$ cat config.mk
export PLATFORM = sky130hd
export DESIGN_NAME = fluid_board_soc_mem_crc_master
export DESIGN_NICKNAME = d
export VERILOG_FILES = /design/src/rtl/fluid_board_soc_mem_crc_pkg.sv /design/src/rtl/fluid_board_soc_crc32_acc.sv /design/src/rtl/fluid_board_soc_mem_crc_master.sv
export SDC_FILE = /design/constraint.sdc
export NUM_CORES = 1
export LEC_CHECK = 0
export ABC_AREA = 1
export CAP_MARGIN = 20
export CORE_MARGIN = 1.5
export CORE_UTILIZATION = 25
export CTS_BUF_LIST = sky130_fd_sc_hd__clkbuf_2
export CTS_CLUSTER_DIAMETER = 120
export DETAILED_ROUTE_END_ITERATION = 10
export GPL_TIMING_DRIVEN = 0
export PLACE_DENSITY = 0.38
export REMOVE_ABC_BUFFERS = 1
export SLEW_MARGIN = 20
export SYNTH_ARGS = -nofsm -noshare
export SYNTH_HDL_FRONTEND = slang
export SYNTH_SLANG_ARGS = --single-unit
$ cat constraint.sdc
create_clock -name clk -period 7.4 [get_ports clk]
set_input_delay 0.74 -clock clk [delete_from_list [all_inputs] [get_ports clk]]
set_output_delay 0.74 -clock clk [all_outputs]
set_load 0.01 [all_outputs]
$ cat src/rtl/fluid_board_soc_mem_crc_pkg.sv
// Shared definitions for the on-chip memory CRC read master.
//   CRC32_POLY / CRC32_INIT / CRC32_XOROUT : IEEE CRC-32, reflected form
//   state_t                                : master control FSM states
//   crc32_word()                           : folds one 32-bit word, byte[7:0] first
package fluid_board_soc_mem_crc_pkg;

  localparam logic [31:0] CRC32_POLY   = 32'hEDB88320;
  localparam logic [31:0] CRC32_INIT   = 32'hFFFFFFFF;
  localparam logic [31:0] CRC32_XOROUT = 32'hFFFFFFFF;

  typedef enum logic [1:0] {
    IDLE   = 2'd0,
    RUN    = 2'd1,
    FINISH = 2'd2
  } state_t;

  // In the reflected form, processing the low byte first is the same as XORing
  // the whole little-endian word in at once and then shifting 32 times.
  function automatic logic [31:0] crc32_word(input logic [31:0] crc,
                                             input logic [31:0] data);
    logic [31:0] c;
    c = crc ^ data;
    for (int i = 0; i < 32; i++) begin
      c = c[0] ? ((c >> 1) ^ CRC32_POLY) : (c >> 1);
    end
    return c;
  endfunction

endpackage

$ cat src/rtl/fluid_board_soc_crc32_acc.sv
// Registered CRC-32 accumulator: one word folded per enabled cycle.
//   clk, reset_n : clock, asynchronous active-low reset
//   clear        : reload the seed value (takes priority over en)
//   en           : fold data into the running CRC this cycle
//   data         : 32-bit word to fold
//   crc          : running (not yet inverted) CRC
module fluid_board_soc_crc32_acc
  import fluid_board_soc_mem_crc_pkg::*;
(
  input  logic        clk,
  input  logic        reset_n,
  input  logic        clear,
  input  logic        en,
  input  logic [31:0] data,
  output logic [31:0] crc
);

  always_ff @(posedge clk or negedge reset_n) begin
    if (!reset_n) begin
      crc <= CRC32_INIT;
    end else if (clear) begin
      crc <= CRC32_INIT;
    end else if (en) begin
      crc <= crc32_word(crc, data);
    end
  end

endmodule

$ cat src/rtl/fluid_board_soc_mem_crc_master.sv
// Avalon-MM read master that walks a word range of on-chip memory and returns
// the CRC-32 of the data. Reads are pipelined with at most MAX_PENDING in flight.
//   clk, reset_n                 : clock, asynchronous active-low reset
//   start, abort                 : run request (pulse) / stop request (level)
//   base_addr, word_count        : range, latched on start
//   busy, done, aborted, crc_out : run status and result
//   avm_*                        : Avalon-MM read master port
module fluid_board_soc_mem_crc_master
  import fluid_board_soc_mem_crc_pkg::*;
#(
  parameter int ADDR_W      = 14,
  parameter int MAX_PENDING = 4,
  parameter int CNT_W       = 15
) (
  input  logic              clk,
  input  logic              reset_n,
  input  logic              start,
  input  logic              abort,
  input  logic [ADDR_W-1:0] base_addr,
  input  logic [CNT_W-1:0]  word_count,
  output logic              busy,
  output logic              done,
  output logic              aborted,
  output logic [31:0]       crc_out,
  output logic [ADDR_W-1:0] avm_address,
  output logic              avm_read,
  output logic [3:0]        avm_byteenable,
  input  logic              avm_waitrequest,
  input  logic [31:0]       avm_readdata,
  input  logic              avm_readdatavalid
);

  localparam int PEND_W = 4;

  state_t            state;
  logic [ADDR_W-1:0] addr_q;
  logic [CNT_W-1:0]  count_q;
  logic [CNT_W-1:0]  issued_q;
  logic [PEND_W-1:0] pending_q;
  logic              stall_q;
  logic              abort_seen_q;
  logic              all_issued;
  logic              issue_ok;
  logic              accept;
  logic              absorb;
  logic              crc_clear;
  logic [31:0]       crc_run;

  assign all_issued = (issued_q == count_q);

  // Abort blocks new requests combinationally so nothing is issued after the
  // cycle it is seen; a request already stalled by waitrequest is held (stall_q)
  // until the slave takes it, as the bus protocol requires.
  assign issue_ok = !all_issued && (pending_q < PEND_W'(MAX_PENDING)) &&
                    !abort && !abort_seen_q;
  assign avm_read       = (state == RUN) && (stall_q || issue_ok);
  assign avm_address    = addr_q;
  assign avm_byteenable = 4'hF;

  assign accept    = avm_read && !avm_waitrequest;
  // Stray read data with nothing outstanding is dropped.
  assign absorb    = (state == RUN) && avm_readdatavalid && (pending_q != '0);
  assign crc_clear = (state == IDLE) && start;

  fluid_board_soc_crc32_acc u_crc (
    .clk     (clk),
    .reset_n (reset_n),
    .clear   (crc_clear),
    .en      (absorb),
    .data    (avm_readdata),
    .crc     (crc_run)
  );

  always_ff @(posedge clk or negedge reset_n) begin
    if (!reset_n) begin
      state        <= IDLE;
      addr_q       <= '0;
      count_q      <= '0;
      issued_q     <= '0;
      pending_q    <= '0;
      stall_q      <= 1'b0;
      abort_seen_q <= 1'b0;
      busy         <= 1'b0;
      done         <= 1'b0;
      aborted      <= 1'b0;
      crc_out      <= '0;
    end else begin
      done <= 1'b0;
      case (state)
        IDLE: begin
          if (start) begin
            state        <= RUN;
            addr_q       <= base_addr;
            count_q      <= word_count;
            issued_q     <= '0;
            pending_q    <= '0;
            stall_q      <= 1'b0;
            abort_seen_q <= 1'b0;
            busy         <= 1'b1;
          end
        end
        RUN: begin
          stall_q <= avm_read && avm_waitrequest;
          if (accept) begin
            addr_q   <= addr_q + ADDR_W'(1);
            issued_q <= issued_q + CNT_W'(1);
          end
          case ({accept, absorb})
            2'b10:   pending_q <= pending_q + PEND_W'(1);
            2'b01:   pending_q <= pending_q - PEND_W'(1);
            default: pending_q <= pending_q;
          endcase
          if (abort) begin
            abort_seen_q <= 1'b1;
          end
          // Exit decision uses registered state only, so the last word's
          // CRC update has settled before FINISH reads it.
          if ((all_issued || abort_seen_q) && (pending_q == '0) && !stall_q) begin
            state <= FINISH;
          end
        end
        FINISH: begin
          crc_out <= crc_run ^ CRC32_XOROUT;
          done    <= 1'b1;
          busy    <= 1'b0;
          aborted <= abort_seen_q;
          state   <= IDLE;
        end
        default: state <= IDLE;
      endcase
    end
  end

endmodule

==> metrics, run 1 <==
critical path type=flop to flop; final slew viol count=0; DP HPWL=30.72 mm; post-synthesis register bit count=119; crit end category=flop; H-tree depth=4; number of synthesis warnings=0; PortBufs=116; cell type with the largest total area after synthesis=nand2_1; hold slack=455.3 ps; die area=0.04313 mm²; antenna-violating nets left=0; number of synthesized flops with an enable pin=0; Fmax achieved=234.9 MHz; synth top area cells=nand2_1 (25%), dfrtp_1 (21%), nand3_1 (8.1%); via count=10220; CP required=8120 ps; Worst EP arrival=4970 ps; CP Launch Type=flop; fraction of layout cells with a size suffix above 1=12.97%; RSZ-0062 raised after global routing=no; Seq/Total Area, Yosys=28.81%; Worst-path clk slew=260 ps; initial antenna violation count=1; hold crit path type=primary input to async pin; Ports=121; Post-Route WL=38.42 mm; Rel. slew slack=46.37%; Detailed Route Iter0 Violations=619; minimum clock period=4257 ps; GRT overflow=0; final hold vios=0; core area=0.04111 mm²; DRC=0; NumNets Final=1801; top-count cell post-synth=nand2_1; TritonCTS Sinks=119; Final Cycle Share=57.53%; Setup Viol. Count Final=0; Worst Tran Pin Value=798.6 ps; clock tree from TritonCTS=built; DIE WIDTH=207.7 µm; Area Overhead vs Synth=19.53%; fin cells=2275; RePlAce Congestion=0.8724; Die Y=207.7 µm; Placed Cells incl. Taps=2241; worst slack at placement=2376 ps; via count of the first global-routing pass=9618; Detailed Routing Iterations Pass 1=5; synthesized instance count=1622; Vias/cell=4.494; Post-synth ARST share=100.0%; post-CTS setup buffers=0; Syn Std Cell Area=0.01047 mm²; Clock Latency Late Sink=780 ps; Netlist cell types=45; worst clock skew=56.02 ps; Max Root-Sink Buffers=2; worst-path maximum fanout=11; TritonCTS Buffers=17; overall routing resource usage=18.17%; r2r setup slk=3140 ps; root buf cell=clkbuf_2; Top FF cell, synth=dfrtp_1; wire per inst=16.89 µm; post-route setup slack=3143 ps; setup TNS=0 ps; Max-Cap Viols=0; largest net degree at the start of global routing=64; post-synth top area share=24.69%; status=complete, no violations; first-pass GRT wire length=59.09 mm; # fillers=4572; count of standard-cell rows=74; Starting Density=25.48%; syn avg cell area=6.457 µm²; top post-synthesis cells by count=nand2_1 (689), nand3_1 (170), inv_1 (133)
## metal layers
metal | routed length, µm | GRT usage, % | up-vias
met2 | 17050 | 28.69 | 170
met5 | 0 | 0 | -
li1 | - | - | 5329
met3 | 1188 | 2.466 | 17
met4 | 352 | 3.247 | 0
met1 | 19820 | 26.49 | 4708
## cell usage in the layout, fill, tap and decap left out, types with 3 or more instances in the layout
cell type        netlist  layout
bufinv_16              0       3
clkbuf_2               0      17
o22ai_1                3       3
nand2_2               77      79
xor2_1                82      82
inv_2                 17      19
dfstp_2               32      32
conb_1                 1       4
a31oi_1                6       6
nand4_1               10      10
inv_1                133     131
nand3_1              170     170
o21ai_0               69      69
o21ai_1                5       5
xor2_2                 3       3
o211ai_1               6       6
nand3_2               19      19
or2_2                  9       9
xnor2_1               39      39
clkdlybuf4s50_1        0     115
nor2_4                 3       5
dfrtp_1               87      87
or2_1                  7       7
a21oi_1               24      24
nor3_1                10      10
nand3b_1               5       5
ha_1                   4       4
nor2_1                33      31
nand2_4               20      20
o31ai_1                4       4
nor4_1                 7       7
inv_6                  0       5
nand2_1              689     687
## what timing repair did
| item | CTS | global route |
|---|---|---|
| gates resized for setup | 0 | 0 |
| hold buffers | 1 | 0 |
| hold endpoints to repair | 42 | 0 |
## through the flow
step                area, µm²  utilization, %
CTS                     12510           30.44
global placement        12140           29.52
detailed placement      12220           29.74
floorplan               10310               -
global route            12520           30.45
finish                  12520           30.45
## final cells by class
cell class | count | area (µm²) | area share (%)
tap | 532 | 665.6 | 5.317
clock inverter | 15 | 192.7 | 1.539
antenna | 1 | 2.502 | 0.01999
multi-input combinational | 1318 | 6733 | 53.78
clock buffer | 17 | 85.08 | 0.6796
timing repair buffer | 120 | 1244 | 9.934
sequential | 119 | 3018 | 24.11
inverter | 153 | 579.3 | 4.627
## worst paths after layout
| path | startpoint | end | cells after the start |
|---|---|---|---|
| max in group asynchronous | reset_n | u_crc.crc[3] | 3 |
| min reg2reg | state[0] | done | 1 |
| min | reset_n | count_q[13] | 2 |
| min in group clk | word_count[9] | count_q[9] | 3 |
| max reg2reg | u_crc.crc[0] | u_crc.crc[8] | 21 |
| max | u_crc.crc[0] | u_crc.crc[8] | 21 |
## sequential cells by signal, indices dropped and copies added, names as in the netlist
register	cells
crc_out	32
u_crc.crc	32
count_q	15
issued_q	15
avm_address	14
pending_q	4
state	2
abort_seen_q	1
aborted	1
busy	1
done	1
stall_q	1
## cells by family after synthesis
family / share of synthesized area [%]
AOI/OAI and AO/OA: 6.319
xor gates and xnor gates: 11.00
adders and majority gates: 0.6690
buffers and inverters: 7.203
DFF: 28.81
other: 0.03580
and+or+nand+nor: 45.96
## worst max-delay path, cell delays in order (launching register included)
cell	delay (ps)
dfstp_2	640
nand2_1	60
nand2_1	510
nand2_1	190
nand2_2	270
nand2_2	120
nand2_2	150
nand2_1	80
nand2_2	160
nand3_2	130
nand2_1	130
nand2_1	100
nand3_2	80
nand2_1	50
nand2_1	70
nand2_1	280
inv_1	440
nand2_1	130
nand3_1	80
nand3_1	260
o21ai_1	160
inv_1	60
Power of run 1 is not shown: default switching activity piles up to over one toggle a cycle in this logic, so the estimate is an artifact.
==> run 2, diff against run 1 <==
Clock period 7.4 ns to 4.1 ns, I/O delays scaled along.
==> run 2 against run 1 <==
  * Design area rose by 0.31%
  * First-iteration DRC count rose by 2.3%
  * Largest cell class unchanged
  * Global-route usage did not move
  * Sequential share of layout area fell by 0.074 points
  * Cell count rose by 0.18%
  * Critical endpoint unchanged
==> metrics, run 2 (synthesis results as in run 1) <==
status=complete, no violations; final hold vios=0 (unchanged); RSZ-0062 raised after global routing=no; DP HPWL=30.72 mm (unchanged); Max-Cap Viols=0 (unchanged); initial antenna violation count=1 (unchanged); Ports=121 (unchanged); most frequent cells in the layout=nand2_1 (685), nand3_1 (170), inv_1 (130); GRT overflow=0 (unchanged); root buf cell=clkbuf_2; Post-Route WL=38.51 mm (+0.25%); Starting Density=25.48% (unchanged); NumNets Final=1804 (+0.17%); DIE WIDTH=207.7 µm (unchanged); via count=10290 (+0.64%); critical path type=flop to flop; core area=0.04111 mm² (unchanged); Regs by FF count=crc_out (32), u_crc.crc (32); Placed Cells incl. Taps=2241 (unchanged); Worst Tran Pin Value=785.4 ps (-13.22 ps); fraction of layout cells with a size suffix above 1=13.30% (+0.32 points); minimum clock period=3736 ps (-520.9 ps); Worst EP arrival=4450 ps (-520 ps); crit end category=flop; Setup Viol. Count Final=0 (unchanged); CP required=4820 ps (-3300 ps); clock tree from TritonCTS=built; Area Overhead vs Synth=19.90%; antenna-violating nets left=0 (unchanged); Detailed Route Iter0 Violations=633 (+2.3%); Max Root-Sink Buffers=2 (unchanged); Final Cycle Share=91.13% (+34 points); Detailed Routing Iterations Pass 1=5 (unchanged); H-tree depth=4 (unchanged); largest net degree at the start of global routing=64 (unchanged); Die Y=207.7 µm (unchanged); worst-path maximum fanout=11 (unchanged); Rel. slew slack=47.26% (+0.89 points); first-pass GRT wire length=59.09 mm (unchanged); CP Launch Type=flop; fin cells=2279 (+0.18%); DRC=0 (unchanged); final slew viol count=0 (unchanged); PortBufs=116 (unchanged); Worst path max stage delay=640 ps (about the same); via count of the first global-routing pass=9618 (unchanged); TritonCTS Buffers=17 (unchanged); Clock Latency Late Sink=780 ps (about the same); crit-path most repeated cell=nand2_1; CP Cell Sequence=nand2_1 > nand2_4 > nand2_1 > nand2_2 > nand2_2 > nand2_2 > nand2_1 > nand2_2 > nand3_2 > nand2_1 > nand2_1 > nand3_2 > nand3_1 > nand2_2 > clkinvlp_4 > nand2_1 > nand2_1 > nand2_1 > nand3_1 > o21ai_1 > inv_1; Vias/cell=4.515 (+0.46%); Fmax achieved=267.6 MHz (+14%); # fillers=4573 (+0.022%); Slowest-stage cell, CP=dfstp_2; die area=0.04313 mm² (unchanged); commonest non-fill, non-tap cell in the layout=nand2_1; worst clock skew=53.91 ps (-2.112 ps); RePlAce Congestion=0.8724 (unchanged); TritonCTS Sinks=119 (unchanged); Worst-path clk slew=260 ps (about the same); count of standard-cell rows=74 (unchanged); r2r setup slk=360 ps (-2780 ps); wire per inst=16.90 µm (about the same); hold crit path type=primary input to async pin; overall routing resource usage=18.17% (unchanged)
## run 2: cell count changes in the layout (fill, tap and decap cells not counted)
| cell | change |
|---|---|
| inv_1 | -1 |
| clkinvlp_4 | +1 |
| buf_4 | +3 |
| nand2_2 | +1 |
| diode_2 | +1 |
| nand2_1 | -2 |
| nand2_4 | +1 |
## run 2: metrics by stage
step / hold slack, ps / TNS, ps / cell area, µm² / utilization [%] / setup slack (ps)
after detailed placement: 393.3 / -3473 / 12220 / 29.74 / -593.8
after CTS: 35.35 / 0 / 12520 / 30.46 / 149.9
final: 122.3 / 0 / 12560 / 30.55 / 363.7
after global placement: 458.3 / -365850 / 12140 / 29.52 / -3038
after global routing: 43.74 / 0 / 12560 / 30.54 / 38.54
after floorplan: 114.4 / 0 / 10310 / - / 121.5
## run 2: worst max-delay path: cells and delay by family (launching register included)
family / cells / cell delay [ps]
buffers and inverters: 2 / 350
DFF: 1 / 640
AOI/OAI and AO/OA: 1 / 170
and+or+nand+nor: 18 / 2500
## run 2: cell type report
type                    count  area (µm²)  share of cell area (%)
repair buffers            123        1266                   10.08
diodes                      2       5.005                 0.03985
multi-input cells        1318        6743                   53.69
clock buffers              17       85.08                  0.6775
inverters                 153       583.1                   4.643
clock inverters            15       192.7                   1.534
flip-flops and latches    119        3018                   24.03
well taps                 532       665.6                   5.300
## run 2: path summary, 6_finish.rpt
check,start,end,cells past startpoint
max reg2reg,u_crc.crc[0],u_crc.crc[8],21
min reg2reg,state[0],done,1
max in group asynchronous,reset_n,u_crc.crc[3],3
max,u_crc.crc[0],u_crc.crc[8],21
min,reset_n,issued_q[11],2
min in group clk,word_count[9],count_q[9],3
## run 2: timing repair
item	CTS	global route
gates resized for setup	3	1
hold buffers	1	0
buffers inserted	0	3
hold endpoints to repair	107	0
setup endpoints to repair	2	2
pin swaps	0	0
## run 2: layer usage
metal  part of all wire [%]  up-vias  GRT usage (%)
met5                      0        -              0
li1                       -     5341              -
met2                     44      166          28.69
met4                   0.91        0          3.247
met1                     51     4765          26.49
met3                    3.4       17          2.466
Power of run 2 is left out for the same reason.
